==> src/rtl/mem_port_arbiter.sv <==
// rtl/mem_port_arbiter.sv - single-port memory arbiter for instruction fetch and load/store
//
// Shares one unified single-port memory between the fetch stage (read-only)
// and the MEM stage (load/store). At most one memory transaction is in flight.
// A watchdog aborts any transaction the memory never acknowledges.
//
// Parameters:
//   AW      address width
//   DW      data width
//   TIMEOUT BUSY cycles allowed before a transaction is aborted (>= 2)
//
// Ports:
//   clk_i, rst_i            clock, synchronous active-high reset
//   if_req_i/if_addr_i      fetch request, held until if_ack_o
//   if_ack_o/if_rdata_o     one-cycle fetch completion and instruction word
//   d_req_i/d_we_i/d_addr_i/d_wdata_i  data request (load or store), held until d_ack_o
//   d_ack_o/d_rdata_o       one-cycle data completion and load data
//   mem_req_o/mem_we_o/mem_addr_o/mem_wdata_o  memory request, held until mem_ack_i
//   mem_ack_i/mem_rdata_i   memory completion and read data
//   stall_o                 combinational pipeline freeze
//   timeout_o               sticky watchdog error flag, cleared only by rst_i
//
// Build option:
//   ARB_RR_EN  alternate between ports on simultaneous requests instead of
//              fixed data-over-fetch priority.

module mem_port_arbiter #(
  parameter int AW      = 32,
  parameter int DW      = 32,
  parameter int TIMEOUT = 16
) (
  input  logic          clk_i,
  input  logic          rst_i,

  input  logic          if_req_i,
  input  logic [AW-1:0] if_addr_i,
  output logic          if_ack_o,
  output logic [DW-1:0] if_rdata_o,

  input  logic          d_req_i,
  input  logic          d_we_i,
  input  logic [AW-1:0] d_addr_i,
  input  logic [DW-1:0] d_wdata_i,
  output logic          d_ack_o,
  output logic [DW-1:0] d_rdata_o,

  output logic          mem_req_o,
  output logic          mem_we_o,
  output logic [AW-1:0] mem_addr_o,
  output logic [DW-1:0] mem_wdata_o,
  input  logic          mem_ack_i,
  input  logic [DW-1:0] mem_rdata_i,

  output logic          stall_o,
  output logic          timeout_o
);

  // Counter must hold values 0 .. TIMEOUT-1.
  localparam int CW = (TIMEOUT > 2) ? $clog2(TIMEOUT) : 1;
  localparam logic [CW-1:0] LP_CNT_LAST = CW'(TIMEOUT - 1);
  localparam logic [DW-1:0] LP_ERR_DATA = DW'(32'hDEAD_BEEF);

  typedef enum logic [1:0] {
    ST_IDLE   = 2'd0,
    ST_BUSY_I = 2'd1,
    ST_BUSY_D = 2'd2
  } state_t;

  state_t        r_state;
  logic [CW-1:0] r_wait_cnt;
  logic          r_mem_req;
  logic          r_mem_we;
  logic [AW-1:0] r_mem_addr;
  logic [DW-1:0] r_mem_wdata;
  logic          r_if_ack;
  logic [DW-1:0] r_if_rdata;
  logic          r_d_ack;
  logic [DW-1:0] r_d_rdata;
  logic          r_timeout;

`ifdef ARB_RR_EN
  // 0 = fetch was granted last, 1 = data was granted last.
  logic          r_last_grant_d;
`endif

  logic w_if_elig;
  logic w_d_elig;
  logic w_grant_d;
  logic w_grant_i;
  logic w_busy;
  logic w_done;
  logic w_expire;
  logic [DW-1:0] w_fin_data;

  // A request still high in its own ack cycle is the stale tail of the
  // transaction that just finished, not a new request.
  assign w_if_elig = if_req_i & ~r_if_ack;
  assign w_d_elig  = d_req_i  & ~r_d_ack;

`ifdef ARB_RR_EN
  // Contested: hand the grant to whichever port did not win last time.
  assign w_grant_d = w_d_elig & (~w_if_elig | ~r_last_grant_d);
`else
  // Data port wins ties: the MEM stage holds the older instruction.
  assign w_grant_d = w_d_elig;
`endif
  assign w_grant_i = w_if_elig & ~w_grant_d;

  assign w_busy     = (r_state == ST_BUSY_I) || (r_state == ST_BUSY_D);
  // A real acknowledge on the last allowed cycle beats the watchdog.
  assign w_done     = w_busy & mem_ack_i;
  assign w_expire   = w_busy & ~mem_ack_i & (r_wait_cnt == LP_CNT_LAST);
  assign w_fin_data = mem_ack_i ? mem_rdata_i : LP_ERR_DATA;

  always_ff @(posedge clk_i) begin
    if (rst_i) begin
      r_state     <= ST_IDLE;
      r_wait_cnt  <= '0;
      r_mem_req   <= 1'b0;
      r_mem_we    <= 1'b0;
      r_mem_addr  <= '0;
      r_mem_wdata <= '0;
      r_if_ack    <= 1'b0;
      r_if_rdata  <= '0;
      r_d_ack     <= 1'b0;
      r_d_rdata   <= '0;
      r_timeout   <= 1'b0;
`ifdef ARB_RR_EN
      r_last_grant_d <= 1'b0;
`endif
    end else begin
      // Completion pulses last exactly one cycle.
      r_if_ack <= 1'b0;
      r_d_ack  <= 1'b0;

      case (r_state)
        ST_IDLE: begin
          // Acknowledges arriving here are late or spurious and are ignored.
          r_wait_cnt <= '0;
          if (w_grant_d) begin
            r_state     <= ST_BUSY_D;
            r_mem_req   <= 1'b1;
            r_mem_we    <= d_we_i;
            r_mem_addr  <= d_addr_i;
            r_mem_wdata <= d_wdata_i;
`ifdef ARB_RR_EN
            r_last_grant_d <= 1'b1;
`endif
          end else if (w_grant_i) begin
            r_state     <= ST_BUSY_I;
            r_mem_req   <= 1'b1;
            r_mem_we    <= 1'b0;
            r_mem_addr  <= if_addr_i;
            r_mem_wdata <= '0;
`ifdef ARB_RR_EN
            r_last_grant_d <= 1'b0;
`endif
          end
        end

        ST_BUSY_I, ST_BUSY_D: begin
          if (w_done || w_expire) begin
            r_state    <= ST_IDLE;
            r_wait_cnt <= '0;
            r_mem_req  <= 1'b0;
            r_mem_we   <= 1'b0;
            if (w_expire) begin
              r_timeout <= 1'b1;
            end
            if (r_state == ST_BUSY_I) begin
              r_if_ack   <= 1'b1;
              r_if_rdata <= w_fin_data;
            end else begin
              r_d_ack <= 1'b1;
              // A completed store leaves the load-data register untouched;
              // an aborted one still reports the error pattern.
              if (!r_mem_we || w_expire) begin
                r_d_rdata <= w_fin_data;
              end
            end
          end else begin
            r_wait_cnt <= r_wait_cnt + 1'b1;
          end
        end

        default: begin
          r_state    <= ST_IDLE;
          r_mem_req  <= 1'b0;
          r_mem_we   <= 1'b0;
          r_wait_cnt <= '0;
        end
      endcase
    end
  end

  assign if_ack_o    = r_if_ack;
  assign if_rdata_o  = r_if_rdata;
  assign d_ack_o     = r_d_ack;
  assign d_rdata_o   = r_d_rdata;
  assign mem_req_o   = r_mem_req;
  assign mem_we_o    = r_mem_we;
  assign mem_addr_o  = r_mem_addr;
  assign mem_wdata_o = r_mem_wdata;
  assign timeout_o   = r_timeout;

  // Combinational so the pipeline freezes in the same cycle a request appears.
  assign stall_o = (if_req_i & ~r_if_ack) | (d_req_i & ~r_d_ack);

endmodule

==> config.mk <==
export PLATFORM = sky130hd
export DESIGN_NAME = mem_port_arbiter
export DESIGN_NICKNAME = d
export VERILOG_FILES = /design/src/rtl/mem_port_arbiter.sv
export SDC_FILE = /design/constraint.sdc
export NUM_CORES = 1
export LEC_CHECK = 0
export CORE_ASPECT_RATIO = 0.6
export CORE_MARGIN = 3
export CORE_UTILIZATION = 35
export CTS_CLUSTER_SIZE = 16
export DETAILED_ROUTE_END_ITERATION = 16
export DONT_BUFFER_PORTS = 1
export SLEW_MARGIN = 25
export SYNTH_ARGS = -nofsm -noshare
export SYNTH_HDL_FRONTEND = slang
export SYNTH_SLANG_ARGS = --single-unit
==> constraint.sdc <==
create_clock -name clk_i -period 1.95 [get_ports clk_i]
set_clock_uncertainty 0.15 [all_clocks]
set_input_delay 0.39 -clock clk_i [delete_from_list [all_inputs] [get_ports clk_i]]
set_output_delay 0.39 -clock clk_i [all_outputs]
set_load 0.005 [all_outputs]
After elaboration in Yosys (flattened, before gate mapping) --
Cells that the tools add are included.
Word-level totals: register bits after elaboration 139, latch bits 0, memory bits (writable) 0, bits in read-only memories 0, input bits 134, output and inout bits 134, logic and storage cells 63, memories kept 0
Cells by class: add/subtract/negate cells 1, $mul 0, div/mod/pow operators 0, magnitude comparators 0, equal/unequal tests 5, shift-type cells 0, multiplexer cells 18, bitwise operators 14, reduce and logical (&&, ||, !) cells 14
Operators with widths (number):
- two-way mux 32 bit | 5
- two-way mux 1 bit | 7
- NOT 1 bit | 7
- AND 1 bit | 6
- two-way mux 2 bit | 3
- AND reduction 3 bit | 2
- OR reduction 3 bit | 2
- adder 4 x 1 -> 4 bit (second input constant) | 1
- equality test 4 bit (second input constant) | 1
- case mux 1 bit (2 select lines) | 2
- case mux 2 bit (2 select lines) | 1
- AND reduction 2 bit | 2
- AND reduction 4 bit | 1
- logical OR 1 bit | 3
- != test 3 bit (second input constant) | 1
- equality test 2 x 1 -> 1 bit (second input constant) | 1
- equality test 2 bit (second input constant) | 1
- logical NOT 2 bit | 1
- != test 2 bit (second input constant) | 1
- nonzero test 2 bit | 1
- OR reduction 2 bit | 1
- logical NOT 1 bit | 1
- OR 1 bit | 1

Logic depth before layout (Yosys ltp) --
word-level depth 7, depth in mapped cells 8, depth with buffers taken out 6

Worst setup path after synthesis --
OpenSTA, ideal clock, no wires.
path type reg2reg, start register r_state[0], end register r_d_rdata[27] (netlist: d_rdata_o[27]), library setup time 132 ps, arrival 1579 ps, required time 1668 ps, setup slack 89 ps, cell stages (with the launch flop) 9, path buffers 2, period minus slack after synthesis 1861 ps, cells stage by stage dfxtp_1 inv_1 ha_1 nand2_1 or3_1 buf_2 buf_6 nor3b_1 nor3_1
On the way: longest elaborated chain between the ends 6, elaborated cells on any way between the ends 11, those cells by class 2 x eq/ne; 4 x bitwise; 5 x reduce/logical
RTL lines:
- from (decl) | RTL line 69 | state_t r_state;
- from (signal assigned) | RTL line 117 | r_state <= ST_IDLE;
- from (signal assigned) | RTL line 141 | r_state <= ST_BUSY_D;
- from (signal assigned) | RTL line 150 | r_state <= ST_BUSY_I;
- equality test 2 x 1 -> 1 bit or equality test 2 bit (tied branches) | RTL line 109, 136, 170
- logical OR 1 bit | RTL line 109 | assign w_busy = (r_state == ST_BUSY_I) || (r_state == ST_BUSY_D);
- AND 1 bit (2 in a row) | RTL line 112 | assign w_expire = w_busy & ~mem_ack_i & (r_wait_cnt == LP_CNT_LAST);
- logical OR 1 bit, on equally long branches | RTL line 162, 177
- AND reduction 4 bit (no line) *
- to (signal assigned) | RTL line 178 | r_d_rdata <= w_fin_data;
- to (decl) | RTL line 78 | logic [DW-1:0] r_d_rdata;
Every way passes the cells marked *; elsewhere a longest branch is shown, timed or not. A chain may end at the register's enable or synchronous reset.

Final worst setup path --
start register r_state[1], end register r_if_ack (netlist: if_ack_o)
On the way: longest elaborated chain between the ends 7, elaborated cells on any way between the ends 12, those cells by class 2 x eq/ne; 1 x mux; 5 x bitwise; 4 x reduce/logical
RTL lines:
- equality test 2 x 1 -> 1 bit or equality test 2 bit (tied branches) | RTL line 109, 136, 170
- logical OR 1 bit | RTL line 109
- AND 1 bit (2 in a row) | RTL line 112
- logical OR 1 bit | RTL line 162 | if (w_done || w_expire) begin
- NOT 1 bit (no line)
- OR reduction 3 bit (no line)
- to (signal assigned) | RTL line 123 | r_if_ack <= 1'b0;
- to (signal assigned) | RTL line 133 | r_if_ack <= 1'b0;
- to (signal assigned) | RTL line 171 | r_if_ack <= 1'b1;
- to (decl) | RTL line 75 | logic r_if_ack;
Several ways; a longest one is shown, not always the timed one.

==> flow_summary.toml <==
[status]
status = "complete, but fails checks"
violations = "negative hold slack"

[synth]
syn_area_per_cell_um2 = 9.24
synth_area_um2 = 5440
seq_area_frac_synth_pct = 51.1
ys_types = 34
ys_top_cells_by_area = "dfxtp_1 (51%), nor2_1 (8.6%), nor3_1 (7.0%), mux2i_1 (5.9%), a22oi_1 (5.5%)"
syn-num-nets = 726
syn_inst = 589
synth_enable_flop_cells = 0
ys_warn_count = 0
synth_flop_cell = "dfxtp_1"
ys_ff_latch = 139
async_reset_ff_share_pct = 0
synth_top_area_cell = "dfxtp_1"
synth_top_area_share_pct = 51.1

[power]
p_leak_nw = 2.34
switching_share_pct = 27.7
p_int_mw = 5.73
power_density_nw_per_um2 = 1220
ir_drop_mv = 0.564
p_seq_share_pct = 43.6
clkPwrFrac_pct = 41.4
fin_total_pwr_mw = 7.92
power_frac_comb_pct = 15.0
p_sw_mw = 2.20

[critical_path]
crit_path_end_kind = "flip-flop"
required_ps = 2130
crit_path_end = "if_ack_o$_SDFF_PP0_"
reg2reg_from = "r_state[1]$_SDFFE_PP0P_"
timing.rr.end = "if_ack_o$_SDFF_PP0_"
crit_type = "reg -> reg"
cpPeakStageDelay_ps = 580
start_kind = "flip-flop"
cp_slowest_cell = "dlygate4sd3_1"
r2r_slack_ps = 110
r2r_cells = 6
critPathMaxFanout = 5
worst-path-buf-inv = 4
path_delay_family = "buffers and inverters"
crit_path_cell_trace = "inv_2 > ha_4 > buf_6 > buf_4 > nor4bb_1 > dlygate4sd3_1"
cp_num_cells = 6
cp-startpoint = "r_state[1]$_SDFFE_PP0P_"
worst_ep_arrival_time_ps = 2020

[route]
wirelength_um = 15100
vias = 4298
drt_pass1_iterations = 4
vias_per_cell = 5.46
drt_iter0_markers = 286
ant_nets = 0
wl_per_cell_um = 19.2
route.detailed.drc = 0

[sta]
slew_headroom_pct = 46.6
hold_viol_final = 82
min_period_over_period_pct = 94.4
setup_tns_ps = 0
fmax_ghz = 0.543
report.final.slew_viol_count = 0
worstMarginPinSlew_ps = 799
rsz0062_at_grt = "no"
whs_ps = -87.2
period_minus_slack_ps = 1840
final-setup-viol-count = 0

[final_layout]
antenna_cells = 0
final_cells = 787
drive_above_1_share_pct = 17.1
finish.instance_area_um2 = 6480
nets = 714
area_growth_pct = 19.1

[floorplan]
fp-row-count = 34
io_pins = 268
fp.dieW_um = 167
core_um2 = 14800
start_util_pct = 36.7
die_area_um2 = 17100
die_h_um = 103

[clock_network]
cts_made_buffers = 17
clock_latency_ps = 400
htree_levels = 4
cts_tree = "yes"
cts_root_buffer = "clkbuf_16"
cts_max_path_buffers = 2
cts.reportedPaths.clkPinSlew_ps = 70
cts_hold_buf = 1
cts.sinks = 139

[grt]
grt_start_max_net_pins = 140
antenna_found_initial = 0
grt_pass1_wl_um = 22600
grt-ovfl-total = 0
grt_pass1_vias = 4131
grt_use_total_pct = 16.4

[placement]
io_buffers = 0
dp_hpwl_um = 9990
dp_cells = 748
dpl_cell_area_um2 = 5670
place.gp.congestion = 0.816

[flow_run]
cap_viol_max_count = 0

[min_path]
min_path_type = "in -> reg"
-- kinds of logic after synthesis --
group | after synthesis | share of synthesized area, %
muxes | 32 | 5.88
and+or+nand+nor | 266 | 25.2
DFF | 139 | 51.1
xor gates and xnor gates | 2 | 0.322
adders and majority gates | 3 | 0.690
AOI/OAI and AO/OA | 90 | 11.7
buffers and inverters | 57 | 5.10
-- layer usage --
layer	GRT usage [%]	part of all wire (%)	wire (µm)	vias up
li1	-	-	-	2056
met1	19.7	43	6450	2061
met2	27.1	48	7290	168
met3	6.93	7.9	1190	13
met4	5.70	1.2	187	0
met5	0	0	0	-
-- synth_stat cells, types with 2 or more instances --
master and count:
a211oi_1 33, a21oi_1 12, a22oi_1 40, buf_1 3, buf_2 18, buf_4 5
buf_6 3, clkbuf_1 26, dfxtp_1 139, ha_1 3, inv_1 2, mux2i_1 32
nand2_1 3, nand2b_1 3, nand3_1 19, nor2_1 125, nor2b_1 3, nor3_1 76
nor3_2 2, nor3b_1 6, nor3b_2 20, o21ai_0 2, or2_2 2, or3_1 2
-- flip-flops by register name (all words and copies together) (netlist names) --
signal,flops
d_rdata_o,32
if_rdata_o,32
mem_addr_o,32
mem_wdata_o,32
r_wait_cnt,4
r_state,2
d_ack_o,1
if_ack_o,1
mem_req_o,1
mem_we_o,1
timeout_o,1
-- metrics by stage --
step / setup WS [ps] / util [%]
finish: 110 / 43.7
global route: 14.6 / 43.7
CTS: 2.15 / 42.3
detailed placement: 10.4 / 38.2
global placement: 23.7 / 38.1
floorplan: 88.8 / -
-- layout make-up --
class / instances / area (µm²)
fill: 1417 / 8360
tap: 198 / 248
inverter: 2 / 7.51
clock buffer: 17 / 425
sequential: 139 / 2790
multi-input combinational: 393 / 2500
timing repair buffer: 24 / 347
clock inverter: 14 / 173
-- power by group through the flow --
stage	Sequential (mW)	Clock (mW)	Combinational (mW)
after floorplan	3.41	0	0.928
after global placement	3.51	0	1.07
after detailed placement	3.51	0	1.13
after CTS	3.46	3.36	1.13
after global routing	3.49	3.50	1.35
final	3.45	3.28	1.19
-- worst min-delay path by stage --
| stage | start | end | slack [ps] | cells past startpoint |
|---|---|---|---|---|
| global placement | r_wait_cnt[0]$_SDFF_PP0_ | r_wait_cnt[0]$_SDFF_PP0_ | 290 | 1 |
| finish | rst_i | d_rdata_o[16]$_SDFFE_PP0P_ | -90 | 1 |
| detailed placement | r_wait_cnt[0]$_SDFF_PP0_ | r_wait_cnt[0]$_SDFF_PP0_ | 320 | 1 |
| global route | rst_i | d_rdata_o[16]$_SDFFE_PP0P_ | -120 | 1 |
| CTS | rst_i | d_rdata_o[16]$_SDFFE_PP0P_ | -100 | 1 |
| floorplan | r_wait_cnt[0]$_SDFF_PP0_ | r_wait_cnt[0]$_SDFF_PP0_ | 280 | 1 |
-- layout by cell type, fill, tap and decap left out, types with 2 or more instances in the layout --
cell / Yosys / routed
a211oi_1: 33 / 33
a21oi_1: 12 / 12
a22oi_1: 40 / 40
buf_12: 0 / 8
buf_4: 5 / 9
buf_6: 3 / 3
bufinv_16: 0 / 3
clkbuf_16: 0 / 20
clkinv_2: 0 / 3
clkinv_4: 0 / 4
clkinvlp_4: 0 / 2
dfxtp_1: 139 / 136
dfxtp_2: 0 / 3
ha_2: 0 / 2
inv_2: 0 / 2
inv_6: 0 / 2
mux2i_1: 32 / 32
nand2_1: 3 / 3
nand3_1: 19 / 18
nor2_1: 125 / 124
nor3_1: 76 / 76
nor3_4: 0 / 2
nor3b_1: 6 / 2
nor3b_2: 20 / 24
o21ai_0: 2 / 2
or2_2: 2 / 2
or3_4: 0 / 2
-- timing repair --
action,in CTS,in global routing
pin swaps,0,1
buffers inserted,0,3
gates cloned,0,4
gates resized for setup,2,21
endpoints found under the hold margin,139,138
setup endpoints to repair,2,47
No activity file was read; power rests on OpenSTA's default activity.
